--- src/rtl/uart_rx_pkg.sv ---
// Board-level constants and FSM encodings shared by the UART receive path.
package uart_rx_pkg;

    // 25 MHz clock, 115200 baud; the transmit block uses the same value
    localparam int CLKS_PER_BIT_DEFAULT = 217;

    localparam logic [1:0] ST_IDLE  = 2'd0;
    localparam logic [1:0] ST_START = 2'd1;
    localparam logic [1:0] ST_DATA  = 2'd2;
    localparam logic [1:0] ST_STOP  = 2'd3;

endpackage

--- src/rtl/uart_rx_sync2.sv ---
// Two-flop synchroniser for asynchronous inputs; both flops reset to 1 (idle high).
module sync2 (
    input  logic clk,
    input  logic reset,
    input  logic d,
    output logic q
);

    logic meta;

    always_ff @(posedge clk) begin
        if (reset) begin
            meta <= 1'b1;
            q    <= 1'b1;
        end else begin
            meta <= d;
            q    <= meta;
        end
    end

endmodule

--- src/rtl/uart_rx.sv ---
// 8N1 UART receiver: mid-bit sampling, start/stop validation, ready/overrun
// handshake with the CPU side.
//
// state    | meaning
// ---------+----------------------------------------------------------
// ST_IDLE  | line idle, waiting for a falling edge on rx_s
// ST_START | timing half a bit, then confirming the start bit is low
// ST_DATA  | sampling 8 data bits LSB first, one per bit period
// ST_STOP  | waiting one bit period, then validating the stop bit
module uart_rx
    import uart_rx_pkg::*;
#(
    parameter int CLKS_PER_BIT = CLKS_PER_BIT_DEFAULT
) (
    input  logic       clk,
    input  logic       reset,
    input  logic       rx,
    input  logic       clear,
    output logic [7:0] data,
    output logic       ready,
    output logic       overrun,
    output logic       frame_err
);

    localparam int CW = $clog2(CLKS_PER_BIT);
    localparam logic [CW-1:0] BIT_LAST  = CW'(CLKS_PER_BIT - 1);
    localparam logic [CW-1:0] HALF_LAST = CW'(CLKS_PER_BIT / 2 - 1);

    logic          rx_s;
    logic [1:0]    state;
    logic [CW-1:0] cnt;
    logic [2:0]    idx;
    logic [7:0]    shift;

    sync2 u_sync2 (
        .clk   (clk),
        .reset (reset),
        .d     (rx),
        .q     (rx_s)
    );

    always_ff @(posedge clk) begin
        if (reset) begin
            state     <= ST_IDLE;
            cnt       <= '0;
            idx       <= '0;
            shift     <= '0;
            data      <= '0;
            ready     <= 1'b0;
            overrun   <= 1'b0;
            frame_err <= 1'b0;
        end else begin
            frame_err <= 1'b0;
            if (clear) begin
                ready   <= 1'b0;
                overrun <= 1'b0;
            end
            case (state)
                ST_IDLE: begin
                    if (!rx_s) begin
                        state <= ST_START;
                        cnt   <= '0;
                    end
                end
                ST_START: begin
                    if (cnt == HALF_LAST) begin
                        cnt   <= '0;
                        idx   <= '0;
                        state <= rx_s ? ST_IDLE : ST_DATA;
                    end else begin
                        cnt <= cnt + CW'(1);
                    end
                end
                ST_DATA: begin
                    if (cnt == BIT_LAST) begin
                        cnt        <= '0;
                        shift[idx] <= rx_s;
                        if (idx == 3'd7) begin
                            state <= ST_STOP;
                        end else begin
                            idx <= idx + 3'd1;
                        end
                    end else begin
                        cnt <= cnt + CW'(1);
                    end
                end
                ST_STOP: begin
                    if (cnt == BIT_LAST) begin
                        cnt   <= '0;
                        // Rearm half a bit early so gapless frames are caught
                        state <= ST_IDLE;
                        if (rx_s) begin
                            // A good stop overrides a same-cycle clear
                            data    <= shift;
                            ready   <= 1'b1;
                            overrun <= !clear && (overrun || ready);
                        end else begin
                            frame_err <= 1'b1;
                        end
                    end else begin
                        cnt <= cnt + CW'(1);
                    end
                end
                default: state <= ST_IDLE;
            endcase
        end
    end

endmodule

--- config.mk ---
export PLATFORM = sky130hd
export DESIGN_NAME = uart_rx
export DESIGN_NICKNAME = d
export VERILOG_FILES = /design/src/rtl/uart_rx_pkg.sv /design/src/rtl/uart_rx_sync2.sv /design/src/rtl/uart_rx.sv
export SDC_FILE = /design/constraint.sdc
export NUM_CORES = 1
export LEC_CHECK = 0
export BUFFER_PORTS_ARGS = -buffer_cell sky130_fd_sc_hd__buf_4
export CAP_MARGIN = 20
export CORE_MARGIN = 2
export CORE_UTILIZATION = 55
export CTS_BUF_LIST = sky130_fd_sc_hd__clkbuf_4 sky130_fd_sc_hd__clkbuf_8
export DETAILED_ROUTE_END_ITERATION = 10
export GPL_ROUTABILITY_DRIVEN = 1
export HOLD_SLACK_MARGIN = 0.05
export PLACE_DENSITY = 0.75
export SYNTH_ARGS = -nofsm -noshare
export SYNTH_HDL_FRONTEND = slang
export SYNTH_SLANG_ARGS = --single-unit
export TNS_END_PERCENT = 100
--- constraint.sdc ---
create_clock -name clk -period 2.4 [get_ports clk]
set_input_delay 0.6 -clock clk [delete_from_list [all_inputs] [get_ports clk]]
set_output_delay 0.6 -clock clk [all_outputs]
set_load 0.005 [all_outputs]
After elaboration in Yosys (flattened, before gate mapping)
Index checks and enable logic that the tools add are counted.

cells by class
  add/sub/neg operators = 2
  multipliers = 0
  divide/modulo/power cells = 0
  order comparisons = 2
  equality and inequality tests = 12
  shift operators = 0
  mux-type cells = 27
  bitwise logic cells = 2
  reduce and logical (&&, ||, !) cells = 12

operator list
  kind                                                                number
  2-to-1 mux 8 bit                                                    3
  case mux 8 bit (3 select lines)                                     1
  2-to-1 mux 2 bit                                                    6
  != test 2 bit (second input constant)                               6
  2-to-1 mux 1 bit                                                    10
  2-to-1 mux 3 bit                                                    3
  adder 8 x 1 -> 8 bit (second input constant)                        1
  bitwise mux 8 bit                                                   1
  equality test 8 x 7 -> 1 bit (second input constant)                1
  equality test 8 bit (second input constant)                         1
  case mux 2 bit (4 select lines)                                     1
  case mux 3 bit (2 select lines)                                     1
  AND reduction 5 bit                                                 1
  equality test 2 bit (second input constant)                         2
  < comparator 3 x 4 -> 1 bit (second input constant)                 1
  AND reduction 4 bit                                                 1
  adder 3 x 1 -> 3 bit (second input constant)                        1
  demux 1 bit (select 3 bit)                                          1
  equality test 3 bit (second input constant)                         1
  greater-or-equal comparator 3 x 1 -> 1 bit (second input constant)  1
  AND reduction 3 bit                                                 1
  OR reduction 3 bit                                                  1
  equality test 2 x 1 -> 1 bit (second input constant)                1
  logical AND 1 bit                                                   2
  other kinds (7)                                                     8

storage, ports and cells
  bits in registers = 34
  bits in latches = 0
  bits in writable memories = 0
  ROM bits = 0
  input port bits = 4
  output and inout port bits = 11
  word-level logic and storage cells = 67
  memories kept = 0

Logic depth before layout (Yosys ltp)
  depth in word-level cells = 5
  gate-level depth with buffers = 7
  depth with buffers taken out = 6

Hierarchy
From an unflattened synthesis, not the netlist that was laid out.

unflattened totals
  cell total of the unflattened synthesis = 177
  area total of the unflattened synthesis = 1602.8 um^2

by module, submodules not included
  module   times used  cells each  area an instance (um^2)  sequential area each (um^2)
  uart_rx  1           173         1550.2                   640.6
  sync2    1           4           52.6                     40.0

Worst setup path after synthesis
No wires, ideal clock.

  path type = reg2reg
  start point = register idx[0]
  end point = register idx[2]
  library setup time = 70 ps
  arrival time = 1600 ps
  data required time = 2330 ps
  slack = 729 ps
  cell stages (with the launch flop) = 7
  path buffers = 0
  period minus slack after synthesis = 1671 ps
  path through = dfxtp_1 ha_1 ha_1 nor2_4 nand4_4 or4b_1 a21oi_1

on the way
  word-level cells in the longest chain between the ends = 4
  elaborated cells on any way between the ends = 7
  those cells by class = add/sub (1); eq/ne (2); mux (3); reduce/logical (1)

RTL lines
  what                             RTL line       source
  start, declared                  uart_rx.sv:32  logic [2:0] idx;
  start signal, assigned           uart_rx.sv:81  idx <= idx + 3'd1;
  adder 3 x 1 -> 3 bit             uart_rx.sv:81
  2-to-1 mux 3 bit                 uart_rx.sv:78  if (idx == 3'd7) begin
  2-to-1 mux 3 bit                 uart_rx.sv:75  if (cnt == BIT_LAST) begin
  case mux 3 bit (2 select lines)  uart_rx.sv:58  case (state)

Several ways; a longest one is shown, not always the timed one. The select of a mux whose other input is x is not followed.
A chain may end at the register's enable or synchronous reset.

Final worst setup path
  start point = register cnt[0]
  end point = register cnt[5]

on the way
  word-level cells in the longest chain between the ends = 3
  elaborated cells on any way between the ends = 6
  those cells by class = add/sub (1); eq/ne (2); mux (3)

RTL lines
  what                                                RTL line                                      source
  start, declared                                     uart_rx.sv:31                                 logic [CW-1:0] cnt;
  start signal, assigned                              uart_rx.sv:71                                 cnt <= cnt + CW'(1);
  start signal, assigned                              uart_rx.sv:84                                 cnt <= cnt + CW'(1);
  start signal, assigned                              uart_rx.sv:101                                cnt <= cnt + CW'(1);
  adder 8 x 1 -> 8 bit, or another cell as far along  uart_rx.sv:71, uart_rx.sv:84, uart_rx.sv:101
  2-to-1 mux 8 bit, on equally long branches          uart_rx.sv:75, uart_rx.sv:88, uart_rx.sv:66
  case mux 8 bit (3 select lines) *                   uart_rx.sv:58

Every way passes the cells marked *; elsewhere a longest branch is shown, timed or not.

==> results.json <==
{
  "place_ws_ns": 0.4738,
  "synth_top_area_share_pct": 42.60,
  "place_congestion": 0.8297,
  "crit_fanout": 11,
  "synth_edf_count": 0,
  "syn-cell-area_um2": 1598,
  "fp.coreArea_um2": 2758,
  "busiest_layer": "met2",
  "grt_pass1_vias": 1271,
  "power_leakage_nw": 0.6403,
  "cts_made_buffers": 5,
  "first_iter_violations": 61,
  "routedWlPerCell_um": 13.95,
  "seq_area_frac_synth_pct": 42.60,
  "htree_levels": 2,
  "setup_viol": 0,
  "grt_pass1_wl_um": 5533,
  "via_count": 1371,
  "cts-root-buf": "clkbuf_4",
  "port_buffers": 14,
  "period_needed_ns": 1.981,
  "drc": 0,
  "antenna_found_initial": 0,
  "path_class": "register to register",
  "dieHeight_um": 57.90,
  "synth_fa_ha_area_share_pct": 3.132,
  "tightest_slew_ns": 0.6781,
  "fmax_ghz": 0.5047,
  "vias_per_cell": 5.987,
  "synthFlopType": "dfxtp_1",
  "synth_compound_area_share_pct": 15.51,
  "status": "finished, final reports clean",
  "hold_viol_final": 0,
  "hold_class": "register to register",
  "ys_ff_latch": 34,
  "area_growth_pct": 11.04,
  "synth.area.top_cells": "dfxtp_1 43%, a21oi_1 6.6%, mux2i_1 5.0%",
  "final_core_util_pct": 64.34,
  "clockBufferDepth": 2,
  "cp-start-kind": "register",
  "cp.required_ns": 2.64,
  "hold_ws_ns": 0.4161,
  "worstSkewPairLatency_ns": 0.33,
  "finalSetupTns_ns": 0,
  "ios": 15,
  "die_x_um": 57.90,
  "synth_top_area_cell": "dfxtp_1",
  "fillers": 246,
  "initial_core_util_pct": 57.94,
  "ctsHoldBuffers": 0,
  "grt_util_met3_pct": 4.241,
  "cts.sink_count": 34,
  "grt.total_usage_pct": 21.23,
  "cts_resized": 0,
  "cp.arrival_ns": 2.22,
  "dp_hpwl_um": 2247,
  "synth-xor-area-share_pct": 0,
  "drtAntennaViolNets": 0,
  "avgSynthCellArea_um2": 8.544,
  "firstDrtPassIters": 4,
  "fin_ws_ns": 0.4188,
  "die-area_um2": 3352,
  "use_met2_pct": 34.90,
  "ir_worst_vdd_mv": 0.5239,
  "slew_violations": 0,
  "drt-total-wl_um": 3194,
  "synth_top_family_by_area": "simple AND/OR/NAND/NOR gates",
  "slew_headroom_pct": 54.71,
  "use_met1_pct": 26.20,
  "diodes": 0,
  "crit_path_end_kind": "register",
  "syn_inst": 187,
  "cts_tree": "yes",
  "nets": 205,
  "rsz0062_at_grt": "false",
  "power_per_cell_area_nw_per_um2": 593.2,
  "drive_gt1_share_pct": 17.68,
  "grt_max_degree": 36,
  "row_count": 19,
  "maxCapViolCount": 0,
  "fin_skew_ns": 0.003203,
  "path_clk_slew_ns": 0.10,
  "post-route-period-util_pct": 82.55,
  "synthMuxAreaShare_pct": 5.012,
  "synth_fp_nets": 195,
  "postCtsSetupBuffers": 0,
  "synth_cell_types": 38,
  "grt_overflow": 0,
  "synth-simple-area-share_pct": 28.74,
  "yosysWarnings": 0,
  "p_total_mw": 1.053,
  "async_flop_share_pct": 0
}
-- Yosys cell counts, types with 2 or more instances --
| library cell | n |
|---|---|
| dfxtp_1 | 34 |
| a21oi_1 | 21 |
| nand2_1 | 17 |
| nor2_1 | 17 |
| o21ai_0 | 11 |
| nand4_1 | 9 |
| mux2i_1 | 8 |
| inv_1 | 6 |
| nand3_1 | 6 |
| o22ai_1 | 6 |
| clkbuf_1 | 5 |
| and2_1 | 4 |
| buf_2 | 4 |
| ha_1 | 4 |
| nor2b_1 | 4 |
| nor3_1 | 4 |
| and3_2 | 2 |
| buf_4 | 2 |
| nor4_1 | 2 |
| or2_2 | 2 |
| or4_1 | 2 |
-- state kept, by name (all words and copies together), names as in the netlist, named ones only --
name          count
overrun           1
frame_err         1
u_sync2.meta      1
cnt               8
ready             1
u_sync2.q         1
state             1
idx               3
shift             8
data              8
-- worst max-delay path, stage by stage, from the launching register on --
cell and delay [ns]:
dfxtp_1 0.36, ha_1 0.26, and4bb_2 0.26, a211oi_2 0.58, o22ai_1 0.19, a221oi_1 0.25
-- final cells by class --
class	count	area (µm²)	area share (%)
clock inverter	1	30.03	1.693
tap	31	38.79	2.186
clock buffer	7	52.55	2.962
sequential	34	680.7	38.36
timing repair buffer	15	112.6	6.347
multi-input combinational	135	837.1	47.18
inverter	6	22.52	1.269
-- layout by cell type (no fill, tap or decap), types with 2 or more instances in the layout --
cell type	instances
dfxtp_1	34
clkbuf_4	7
o21ai_0	11
inv_1	6
nor4_1	2
o22ai_1	6
ha_1	4
nor2b_1	4
a21oi_1	21
buf_4	15
mux2i_1	8
nand3_1	6
nand4_1	9
nor3_1	4
nor2_1	17
and3_2	2
or2_2	2
nand2_1	17
or4_1	2
and2_1	4
-- path summary, 6_finish.rpt --
check	startpoint	end	slack [ns]	depth (start not counted)
worst max-delay path	cnt[0]$_SDFFE_PP0P_	cnt[5]$_SDFFE_PP0P_	0.42	5
worst min register to register	u_sync2.meta$_SDFF_PP1_	u_sync2.q$_SDFF_PP1_	0.42	1
worst max register to register	cnt[0]$_SDFFE_PP0P_	cnt[5]$_SDFFE_PP0P_	0.42	5
worst min-delay path	u_sync2.meta$_SDFF_PP1_	u_sync2.q$_SDFF_PP1_	0.42	1
-- metal layers --
metal	wire length, µm	vias to the layer above
met5	0	-
met4	62	0
met3	186	9
met2	1531	49
met1	1414	619
li1	-	694
-- power breakdown --
group / total (mW) / internal [mW] / switching [mW]
Clock: 0.426 / 0.244 / 0.182
Combinational: 0.0486 / 0.0158 / 0.0328
Sequential: 0.578 / 0.569 / 0.00923
-- per-stage QoR --
step | cells | area, µm²
2_1_floorplan | 187 | 1598
3_3_place_gp | 221 | 1692
3_5_place_dp | 221 | 1692
4_1_cts | 229 | 1774
5_1_grt | 229 | 1774
6_report | 229 | 1774
-- kinds of logic (layout without fill, tap and decap cells) --
logic type	after synthesis	after routing
AND/OR/NAND/NOR	79	79
buffers and inverters	18	29
multiplexers	8	8
AO/OA/AOI/OAI	44	44
flip-flops	34	34
adder cells (fa/ha/maj)	4	4
Note: power is estimated with default switching activity, not from simulation.
